## src/rtl/threshold_table_loader_pkg.sv

```systemverilog
// -----------------------------------------------------------------------------
// threshold_table_loader_pkg
// Shared definitions for the threshold table loader:
//   state_t       - FSM state encoding (IDLE=0, WRITE=1, DONE=2)
//   DEFAULT_*     - default parameter values for the loader and its interface
//   satMax()      - largest table entry representable in a CNT_WIDTH-bit word
// -----------------------------------------------------------------------------
package threshold_table_loader_pkg;

    typedef enum logic [1:0] {
        IDLE  = 2'd0,
        WRITE = 2'd1,
        DONE  = 2'd2
    } state_t;

    localparam int DEFAULT_VECTOR_WIDTH = 920;
    localparam int DEFAULT_CNT_WIDTH    = $clog2(DEFAULT_VECTOR_WIDTH);
    localparam int DEFAULT_MUL_WIDTH    = 16;
    localparam int DEFAULT_FRAC_BITS    = 8;

    // Saturation ceiling of a table entry, derived from the entry width.
    function automatic int satMax(input int cntWidth);
        return (1 << cntWidth) - 1;
    endfunction

endpackage

```

## src/rtl/threshold_table_loader_if.sv

```systemverilog
// -----------------------------------------------------------------------------
// threshold_table_loader_if
// Control and RAM-write bus of the threshold table loader.
//   i_Start      - single-cycle request to (re)build the table
//   i_Abort      - cancel an in-progress build
//   i_ThrMul     - unsigned fixed-point factor K
//   o_BRAM_Addr  - table write address
//   o_BRAM_Din   - table entry
//   o_BRAM_En    - RAM enable
//   o_BRAM_WrEn  - RAM write enable
//   o_Busy       - build in progress
//   o_Done       - one-cycle pulse when a build completes
// master: the controller side (drives i_*), slave: the loader (drives o_*).
// -----------------------------------------------------------------------------
interface threshold_table_loader_if
    import threshold_table_loader_pkg::*;
#(
    parameter int CNT_WIDTH = DEFAULT_CNT_WIDTH,
    parameter int MUL_WIDTH = DEFAULT_MUL_WIDTH
);

    logic                 i_Start;
    logic                 i_Abort;
    logic [MUL_WIDTH-1:0] i_ThrMul;
    logic [CNT_WIDTH-1:0] o_BRAM_Addr;
    logic [CNT_WIDTH-1:0] o_BRAM_Din;
    logic                 o_BRAM_En;
    logic                 o_BRAM_WrEn;
    logic                 o_Busy;
    logic                 o_Done;

    modport master (
        output i_Start, i_Abort, i_ThrMul,
        input  o_BRAM_Addr, o_BRAM_Din, o_BRAM_En, o_BRAM_WrEn, o_Busy, o_Done
    );

    modport slave (
        input  i_Start, i_Abort, i_ThrMul,
        output o_BRAM_Addr, o_BRAM_Din, o_BRAM_En, o_BRAM_WrEn, o_Busy, o_Done
    );

endinterface

```

## src/rtl/threshold_table_loader.sv

```systemverilog
// -----------------------------------------------------------------------------
// threshold_table_loader
// Fills the comparator's threshold RAM with entry[c] = min(floor(c*K/2^FRAC_BITS),
// 2^CNT_WIDTH-1) for c = 0..VECTOR_WIDTH, one entry per cycle, using a running
// accumulator instead of a multiplier.
// Ports:
//   clk   - clock
//   rstn  - synchronous, active-low reset
//   bus   - threshold_table_loader_if.slave (start/abort/K in, RAM write out)
// All bus outputs are registered, so the RAM sees each write one cycle after
// the FSM computes it.
// -----------------------------------------------------------------------------
module threshold_table_loader
    import threshold_table_loader_pkg::*;
#(
    parameter int VECTOR_WIDTH = DEFAULT_VECTOR_WIDTH,
    parameter int CNT_WIDTH    = $clog2(VECTOR_WIDTH),
    parameter int MUL_WIDTH    = DEFAULT_MUL_WIDTH,
    parameter int FRAC_BITS    = DEFAULT_FRAC_BITS
) (
    input  logic clk,
    input  logic rstn,
    threshold_table_loader_if.slave bus
);

    localparam int ACC_WIDTH     = CNT_WIDTH + MUL_WIDTH;
    localparam int ACC_INT_WIDTH = ACC_WIDTH - FRAC_BITS;
    localparam int SAT_MAX       = satMax(CNT_WIDTH);
    localparam logic [CNT_WIDTH-1:0] LAST_ADDR = CNT_WIDTH'(VECTOR_WIDTH);

    state_t                 state_q, state_d;
    logic [CNT_WIDTH-1:0]   cnt_q, cnt_d;
    logic [ACC_WIDTH-1:0]   acc_q, acc_d;
    logic [MUL_WIDTH-1:0]   kMul_q, kMul_d;

    logic [CNT_WIDTH-1:0]   addr_q, addr_d;
    logic [CNT_WIDTH-1:0]   din_q, din_d;
    logic                   en_q, en_d;
    logic                   busy_q, busy_d;
    logic                   done_q, done_d;

    logic [ACC_INT_WIDTH-1:0] accInt;
    logic [CNT_WIDTH-1:0]     satVal;
    logic                     writing;

    // Integer part of the accumulator, clamped to the entry width.
    always_comb begin
        accInt = acc_q[ACC_WIDTH-1:FRAC_BITS];
        satVal = (accInt > ACC_INT_WIDTH'(SAT_MAX)) ? CNT_WIDTH'(SAT_MAX)
                                                    : accInt[CNT_WIDTH-1:0];
    end

    // Next-state logic: start latches K and clears the counters, each WRITE
    // cycle advances c and adds K to the accumulator, abort drops to IDLE.
    always_comb begin
        state_d = state_q;
        cnt_d   = cnt_q;
        acc_d   = acc_q;
        kMul_d  = kMul_q;
        case (state_q)
            IDLE: begin
                if (bus.i_Start) begin
                    kMul_d  = bus.i_ThrMul;
                    cnt_d   = '0;
                    acc_d   = '0;
                    state_d = WRITE;
                end
            end
            WRITE: begin
                if (bus.i_Abort) begin
                    state_d = IDLE;
                end else if (cnt_q == LAST_ADDR) begin
                    state_d = DONE;
                end else begin
                    cnt_d = cnt_q + CNT_WIDTH'(1);
                    acc_d = acc_q + ACC_WIDTH'(kMul_q);
                end
            end
            DONE: begin
                state_d = IDLE;
            end
            default: begin
                state_d = IDLE;
            end
        endcase
    end

    // Output register inputs. An abort suppresses the write the FSM would
    // otherwise issue this cycle, so the last visible write is the one already
    // on the bus when the abort arrives.
    always_comb begin
        writing = (state_q == WRITE) && !bus.i_Abort;
        en_d    = writing;
        addr_d  = writing ? cnt_q  : '0;
        din_d   = writing ? satVal : '0;
        busy_d  = writing || (state_q == DONE);
        done_d  = (state_q == DONE);
    end

    // State and output registers with synchronous active-low reset.
    always_ff @(posedge clk) begin
        if (!rstn) begin
            state_q <= IDLE;
            cnt_q   <= '0;
            acc_q   <= '0;
            kMul_q  <= '0;
            addr_q  <= '0;
            din_q   <= '0;
            en_q    <= 1'b0;
            busy_q  <= 1'b0;
            done_q  <= 1'b0;
        end else begin
            state_q <= state_d;
            cnt_q   <= cnt_d;
            acc_q   <= acc_d;
            kMul_q  <= kMul_d;
            addr_q  <= addr_d;
            din_q   <= din_d;
            en_q    <= en_d;
            busy_q  <= busy_d;
            done_q  <= done_d;
        end
    end

    assign bus.o_BRAM_Addr = addr_q;
    assign bus.o_BRAM_Din  = din_q;
    assign bus.o_BRAM_En   = en_q;
    assign bus.o_BRAM_WrEn = en_q;
    assign bus.o_Busy      = busy_q;
    assign bus.o_Done      = done_q;

endmodule

```

## src/flat_wrapper.sv

```systemverilog
// flat-port wrapper written by rule: the top's interface ports become plain ports
module threshold_table_loader_flat import threshold_table_loader_pkg::*;
#(
    parameter int VECTOR_WIDTH = DEFAULT_VECTOR_WIDTH,
    parameter int CNT_WIDTH    = $clog2(VECTOR_WIDTH),
    parameter int MUL_WIDTH    = DEFAULT_MUL_WIDTH,
    parameter int FRAC_BITS    = DEFAULT_FRAC_BITS
)
  (clk, rstn, bus_i_Start, bus_i_Abort, bus_i_ThrMul, bus_o_BRAM_Addr, bus_o_BRAM_Din, bus_o_BRAM_En, bus_o_BRAM_WrEn, bus_o_Busy, bus_o_Done);
  threshold_table_loader_if #(.CNT_WIDTH(CNT_WIDTH), .MUL_WIDTH(MUL_WIDTH)) bus_i ();
  input  logic clk;
  input  logic rstn;
  input wire logic [$bits(bus_i.i_Start)-1:0] bus_i_Start;
  input wire logic [$bits(bus_i.i_Abort)-1:0] bus_i_Abort;
  input wire logic [$bits(bus_i.i_ThrMul)-1:0] bus_i_ThrMul;
  output wire logic [$bits(bus_i.o_BRAM_Addr)-1:0] bus_o_BRAM_Addr;
  output wire logic [$bits(bus_i.o_BRAM_Din)-1:0] bus_o_BRAM_Din;
  output wire logic [$bits(bus_i.o_BRAM_En)-1:0] bus_o_BRAM_En;
  output wire logic [$bits(bus_i.o_BRAM_WrEn)-1:0] bus_o_BRAM_WrEn;
  output wire logic [$bits(bus_i.o_Busy)-1:0] bus_o_Busy;
  output wire logic [$bits(bus_i.o_Done)-1:0] bus_o_Done;
  assign bus_i.i_Start = bus_i_Start;
  assign bus_i.i_Abort = bus_i_Abort;
  assign bus_i.i_ThrMul = bus_i_ThrMul;
  assign bus_o_BRAM_Addr = bus_i.o_BRAM_Addr;
  assign bus_o_BRAM_Din = bus_i.o_BRAM_Din;
  assign bus_o_BRAM_En = bus_i.o_BRAM_En;
  assign bus_o_BRAM_WrEn = bus_i.o_BRAM_WrEn;
  assign bus_o_Busy = bus_i.o_Busy;
  assign bus_o_Done = bus_i.o_Done;
  threshold_table_loader #(.VECTOR_WIDTH(VECTOR_WIDTH), .CNT_WIDTH(CNT_WIDTH), .MUL_WIDTH(MUL_WIDTH), .FRAC_BITS(FRAC_BITS)) u_core (.clk(clk), .rstn(rstn), .bus(bus_i));
endmodule
```

## config.mk

```make
export PLATFORM = sky130hd
export DESIGN_NAME = threshold_table_loader_flat
export DESIGN_NICKNAME = d
export VERILOG_FILES = /design/src/rtl/threshold_table_loader_pkg.sv /design/src/rtl/threshold_table_loader_if.sv /design/src/rtl/threshold_table_loader.sv /design/src/flat_wrapper.sv
export SDC_FILE = /design/constraint.sdc
export NUM_CORES = 1
export LEC_CHECK = 0
export CAP_MARGIN = 10
export CORE_MARGIN = 2
export CORE_UTILIZATION = 60
export CTS_CLUSTER_DIAMETER = 120
export DETAILED_ROUTE_END_ITERATION = 12
export GPL_TIMING_DRIVEN = 0
export PLACE_DENSITY = 0.85
export SYNTH_ARGS = -nofsm -noshare
export SYNTH_HDL_FRONTEND = slang
export SYNTH_SLANG_ARGS = --single-unit
export TNS_END_PERCENT = 1
```

## constraint.sdc

```tcl
create_clock -name clk -period 3.6 [get_ports clk]
set_input_delay 0.54 -clock clk [delete_from_list [all_inputs] [get_ports clk]]
set_output_delay 0.54 -clock clk [all_outputs]
set_load 0.02 [all_outputs]
```

==> results of run 1 <==
## cells in the mapped netlist (all sizes together), types with 3 or more instances
library cell and n:
nor2b 4, clkbuf 13, nor4 4, nor2 35
ha 18, o21a 4, xnor2 8, a21o 6
o211ai 4, nand4 11, and3 14, or3 6
o21ai 19, nand2 66, xor2 10, buf 9
nor3 3, nand2b 4, inv 10, a21boi 20
and2 9, o31ai 6, or4 5, dfxtp 77
a21oi 25, nand3 20
## layer usage
layer | part of all wire (%) | vias to the layer above | global-route usage (%)
met1 | 44 | 1570 | 33.6
met2 | 49 | 106 | 46.6
met5 | 0 | - | 0
li1 | - | 1640 | -
met3 | 4.9 | 18 | 4.87
met4 | 2.0 | 0 | 10.9
## critical path: cells and delay by family, from the launching register on
kind                       cells  cell delay (ns)
AOI/OAI and AO/OA              4             0.97
adders and majority gates      2             0.61
buffers and inverters          1             0.07
DFF                            1             0.34
and+or+nand+nor                2             0.66
## through the flow
| step | hold slack [ns] | instances | setup WS [ns] |
|---|---|---|---|
| floorplan | 0.434 | 434 | 1.31 |
| global placement | 0.454 | 552 | 1.02 |
| detailed placement | 0.468 | 552 | 0.946 |
| CTS | 0.480 | 568 | 0.918 |
| global route | 0.502 | 568 | 0.717 |
| finish | 0.478 | 568 | 0.883 |
## cells by family (layout without fill, tap and decap cells)
family          count (synthesis)  count (layout)  synth area share [%]
flops                          77              77                  40.8
mux                             2               2                 0.530
buf+inv                        32              91                  3.98
fa+ha+maj                      19              19                  6.50
simple gates                  188             188                  25.1
compound gates                 98              98                  18.9
xor+xnor                       18              18                  4.18
## final timing paths
kind	start	to	slack [ns]	cells after the start
max	u_core.kMul_q[0]	u_core.acc_q[18]	0.88	9
min	u_core.kMul_q[0]	u_core.kMul_q[0]	0.48	2
max reg2reg	u_core.kMul_q[0]	u_core.acc_q[18]	0.88	9
min reg2reg	u_core.kMul_q[0]	u_core.kMul_q[0]	0.48	2
## registers in the layout, indices dropped and copies added, names as in the netlist
name,flops
u_core.acc_q,26
u_core.kMul_q,16
u_core.bus.o_BRAM_Addr,10
u_core.bus.o_BRAM_Din,10
u_core.cnt_q,10
u_core.state_q,2
u_core.bus.o_BRAM_En,1
u_core.bus.o_Busy,1
u_core.bus.o_Done,1
## layout make-up
cell class,instances,area [µm²],area share (%)
multi-input combinational,325,2080,46.0
sequential,77,1540,34.0
timing repair buffer,43,430,9.50
clock buffer,12,155,3.42
buffer,22,113,2.48
tap,75,93.8,2.07
clock inverter,4,77.6,1.71
inverter,10,37.5,0.828
## power groups by stage
stage	combinational (mW)	sequential, mW	clock, mW
floorplan	0.0952	0.894	0
global placement	0.147	0.896	0
detailed placement	0.151	0.897	0
CTS	0.153	0.877	0.770
global route	0.170	0.879	0.799
finish	0.153	0.877	0.763
==> reports/metrics.cfg, run 1 <==
[outcome]
status=complete, no violations

[sta]
finalSetupViolCount=0
hold_viol=0
slew_viol_final=0
fmax_ghz=0.368
rsz0062_at_grt=no
fin_crit_sh_pct=75.5
tightest_slew_ns=0.649
period_needed_ns=2.72
relSlewSlack_pct=56.7
finalSetupTns_ns=0
fin_worst_skew_ns=0.0125

[logic_synthesis]
synth_seq_area_share_pct=40.8
async_flop_share_pct=0
yosysTopAreaCell=dfxtp_1
netlist_area_um2=3770
synth_seq_cells=77
synth_top_cell_area_share_pct=40.8
netlist-cell-type-count=60
synth_edf_count=0
ys_warn_count=0
syn_nets=473
avgSynthCellArea_um2=8.70
synthTopCellsByArea=dfxtp_1 41%, nand2_1 6.5%, ha_1 6.0%, a21boi_0 3.8%, nor2_1 3.4%
synthCells=434
synthFlopType=dfxtp_1

[power_and_ir_drop]
swShare_pct=24.1
power_frac_clock_pct=42.6
ir_drop_mv=0.316
power_density_nw_per_um2=396
totalPowerFinal_mw=1.79
internal_power_mw=1.36
p_leak_nw=1.80
pwr-share-seq_pct=48.9
p_comb_share_pct=8.5
switching_power_mw=0.432

[placement]
place_congestion=0.915
place_area_um2=4300
hpwl_mm=6.72
port_buffers=43

[setup_path]
path_class=register to register
arrival_ns=3.00
cp_slowest_cell=or4_1
endpoint_kind=register
worstPathRequired_ns=3.88
crit_chain=ha_1 -> inv_1 -> fa_1 -> and2b_1 -> o2111ai_1 -> a211oi_2 -> o21ai_2 -> or4_1 -> a21oi_1
cp_max_fo=6
cp-start-kind=register
slowest_delay_ns=0.43

[cts]
cts_max_path_buffers=2
clockRootBuffer=clkbuf_8
cts_resized=0
insertion_delay_ns=0.36
hold_buffers=0
cts_max_level=3
post_cts_buffers=0
numCtsBuffers=9
cts_tree=built
clkSinkCount=77
path_clk_slew_ns=0.08

[routing]
post_drt_wl_per_cell_um=16.0
vias=3334
avgViaCountPerCell=5.87
wirelength_mm=9.10
drc=0
drtIter0Drc=184
ant_nets=0
drtPass1Iterations=5

[finish]
drive_gt1_share_pct=8.11
final_cell_mix=77 x dfxtp_1, 65 x nand2_1, 43 x clkdlybuf4s50_1
num_antenna_cells=0
layout_commonest_cell=dfxtp_1
final_design_area_no_fill_um2=4530
final_util_pct=75.6
nNetsFinal=527
fillers=454
synthToLayoutAreaGrowth_pct=20.1

[floorplanning]
die_area_um2=6940
ios=44
die_width_um=83.3
start_util_pct=63.0
fp.dieH_um=83.3
rows=28
core_area_um2=5990

[global_routing]
grt_pass1_wl_mm=15.3
grt_max_degree=14
antenna_found_initial=0
grt_overflow=0
grt_pass1_vias=3286
grt_usage_pct=27.1

[min_path]
hp-class=register to register

[flow_run]
cap_violations=0

No activity file was read; power rests on OpenSTA's default activity.
==> inputs of run 2 (changes only) <==
--- a/config.mk
+++ b/config.mk
@@ -7,11 +7,11 @@
 export LEC_CHECK = 0
 export CAP_MARGIN = 10
 export CORE_MARGIN = 2
-export CORE_UTILIZATION = 60
+export CORE_UTILIZATION = 56
 export CTS_CLUSTER_DIAMETER = 120
 export DETAILED_ROUTE_END_ITERATION = 12
 export GPL_TIMING_DRIVEN = 0
-export PLACE_DENSITY = 0.85
+export PLACE_DENSITY = 0.8
 export SYNTH_ARGS = -nofsm -noshare
 export SYNTH_HDL_FRONTEND = slang
 export SYNTH_SLANG_ARGS = --single-unit
==> constraint.sdc (replaced) <==
create_clock -name clk -period 2.6 [get_ports clk]
set_input_delay 0.39 -clock clk [delete_from_list [all_inputs] [get_ports clk]]
set_output_delay 0.39 -clock clk [all_outputs]
set_load 0.02 [all_outputs]
==> reports/metrics.cfg, run 2 (same netlist as run 1, synthesis figures left out) <==
[outcome]
status=complete, no violations  ; unchanged

[sta]
finalSetupViolCount=0  ; unchanged
tightest_slew_ns=0.636  ; was 0.649 ns
finalSetupTns_ns=0  ; unchanged
period_needed_ns=2.49  ; was 2.72 ns
hold_viol=0  ; unchanged
fmax_ghz=0.401  ; was 0.368 GHz
fin_worst_skew_ns=0.00919  ; was 0.0125 ns
relSlewSlack_pct=57.6  ; was 56.7%
slew_viol_final=0  ; unchanged
holdWs_ns=0.475  ; was 0.478 ns
fin_ws_ns=0.109  ; was 0.883 ns
fin_crit_sh_pct=95.8  ; was 75.5%

[cts]
hold_buffers=0  ; unchanged
cts_tree=built  ; unchanged
numCtsBuffers=9  ; unchanged
cts_max_path_buffers=2  ; unchanged
clkSinkCount=77  ; unchanged
insertion_delay_ns=0.36  ; about the same
path_clk_slew_ns=0.08  ; about the same
cts_max_level=3  ; unchanged
clockRootBuffer=clkbuf_8  ; unchanged

[routing]
drc=0  ; unchanged
wl_met2_mm=4.23  ; was 4.47 mm
drtPass1Iterations=4  ; was 5
post_drt_wl_per_cell_um=15.1  ; was 16.0 µm
ant_nets=0  ; unchanged
vias=3307  ; was 3,334
routed.top_layer=met4  ; unchanged
wl_met3_um=407  ; was 449 µm
avgViaCountPerCell=5.77  ; was 5.87
wirelength_mm=8.66  ; was 9.10 mm
m1WireLength_mm=3.88  ; was 4.00 mm
drtIter0Drc=171  ; was 184

[placement]
hpwl_mm=6.23  ; was 6.72 mm
place_congestion=0.946  ; was 0.915
port_buffers=43  ; unchanged
place_ws_ns=-0.0105  ; was 0.946 ns

[setup_path]
reg2reg_to=u_core.acc_q[24]  ; was u_core.acc_q[18]
rr_worst_depth=10  ; was 9
endpoint_kind=register  ; unchanged
arrival_ns=2.79  ; was 3.00 ns
worstPathRequired_ns=2.90  ; was 3.88 ns
cpLargestDelayFamily=compound AO/OA/AOI/OAI gates  ; unchanged
slowest_delay_ns=0.36  ; was 0.43 ns
path_class=register to register  ; unchanged
crit_chain=ha_2 -> inv_1 -> fa_2 -> and2b_2 -> o2111ai_4 -> a211oi_4 -> o21ai_2 -> buf_4 -> nor4_2 -> o21a_1  ; was ha_1 -> inv_1 -> fa_1 -> and2b_1 -> o2111ai_1 -> a211oi_2 -> o21ai_2 -> or4_1 -> a21oi_1
cp_slowest_cell=dfxtp_1  ; was or4_1
r2r_slack_ns=0.11  ; was 0.88 ns
cp-start-kind=register  ; unchanged
r2r_start=u_core.acc_q[0]  ; was u_core.kMul_q[0]
cp_max_fo=5  ; was 6
cp_num_buf_inv=2  ; was 1
cp.depth=10  ; was 9

[min_path]
hp-class=register to register  ; unchanged
worstHoldStart=u_core.acc_q[7]  ; was u_core.kMul_q[0]
min_to=u_core.acc_q[7]  ; was u_core.kMul_q[0]
min_path_cells=2  ; unchanged

[floorplanning]
fp.dieH_um=86.1  ; was 83.3 µm
ios=44  ; unchanged
rows=29  ; was 28
start_util_pct=58.8  ; was 63.0%
die_area_um2=7410  ; was 6940 µm²
die_width_um=86.1  ; was 83.3 µm
core_area_um2=6420  ; was 5990 µm²

[finish]
layout_commonest_cell=dfxtp_1  ; unchanged
final_cell_mix=76 x dfxtp_1, 65 x nand2_1, 43 x clkdlybuf4s50_1  ; was 77 x dfxtp_1, 65 x nand2_1, 43 x clkdlybuf4s50_1
nNetsFinal=530  ; was 527
top_regs=u_core.acc_q (26), u_core.kMul_q (16)  ; unchanged
regMostFlops=u_core.acc_q  ; unchanged
synthToLayoutAreaGrowth_pct=21.5  ; was 20.1%
drive_gt1_share_pct=10.1  ; was 8.11%
largest_register_ffs=26  ; unchanged
num_antenna_cells=0  ; unchanged

[power_and_ir_drop]
totalPowerFinal_mw=2.44  ; was 1.79 mW
ir_drop_mv=0.424  ; was 0.316 mV
power_density_nw_per_um2=533  ; was 396 nW/µm²
p_leak_nw=1.81  ; was 1.80 nW

[global_routing]
grt_usage_pct=23.9  ; was 27.1%
grt_pass1_vias=3055  ; was 3,286
grt_pass1_wl_mm=14.0  ; was 15.3 mm
grt_overflow=0  ; unchanged
grt_max_degree=15  ; was 14
antenna_found_initial=0  ; unchanged

[flow_run]
cap_violations=0  ; unchanged

## run 2: per-stage QoR
step | util [%] | area, µm² | cells
after floorplan | - | 3770 | 434
after global placement | 67.0 | 4300 | 554
after detailed placement | 67.0 | 4300 | 554
after CTS | 70.8 | 4550 | 572
after global routing | 71.4 | 4590 | 573
final | 71.4 | 4590 | 573
## run 2: how the worst max path moves through the flow
stage	startpoint	end	slack (ns)
5_1_grt	u_core.acc_q[0]	u_core.acc_q[24]	-0.004
3_3_place_gp	u_core.kMul_q[0]	u_core.acc_q[18]	0.05
3_5_place_dp	u_core.kMul_q[0]	u_core.acc_q[18]	-0.01
2_1_floorplan	u_core.kMul_q[0]	u_core.acc_q[18]	0.31
4_1_cts	u_core.kMul_q[0]	u_core.acc_q[18]	0.008
6_report	u_core.acc_q[0]	u_core.acc_q[24]	0.11
## run 2: power by group
group	leakage [nW]	internal, mW	switching, mW	total [mW]
Clock	0.110	0.545	0.472	1.02
Sequential	0.624	1.20	0.0156	1.21
Combinational	1.07	0.0854	0.125	0.211
## run 2: per-layer routing
metal  up-vias  global-route usage [%]
li1       1644                       -
met1      1560                    29.9
met2        89                    40.8
met3        14                    4.52
met4         0                    8.80
met5         -                       0
## run 2: worst register-to-register path, delay by kind of cell, from the launching register on
kind	cells	cell delay [ns]
fa+ha+maj	2	0.55
simple gates	2	0.54
flops	1	0.36
compound gates	4	0.77
buf+inv	2	0.22
## run 2: timing repair
item                       4_1_cts  5_1_grt
buffers inserted                 2        1
gates resized for setup          2        6
setup endpoints to repair        2        3
pin swaps                        2        2
## run 2: area by class of cell
class	count	area, µm²
inverters	10	37.5
repair buffers	46	453
clock buffers	9	124
fillers	529	1840
multi-input cells	325	2120
clock inverters	7	98.8
well taps	77	96.3
flip-flops and latches	77	1540
plain buffers	22	113
==> inputs of run 3 (changes only) <==
--- a/config.mk
+++ b/config.mk
@@ -8,6 +8,7 @@
 export CAP_MARGIN = 10
 export CORE_MARGIN = 2
 export CORE_UTILIZATION = 56
+export CTS_BUF_LIST = sky130_fd_sc_hd__clkbuf_8 sky130_fd_sc_hd__clkbuf_16
 export CTS_CLUSTER_DIAMETER = 120
 export DETAILED_ROUTE_END_ITERATION = 12
 export GPL_TIMING_DRIVEN = 0
==> results of run 3 <==
Final layout, timing and power as in run 2 (identical DEF).
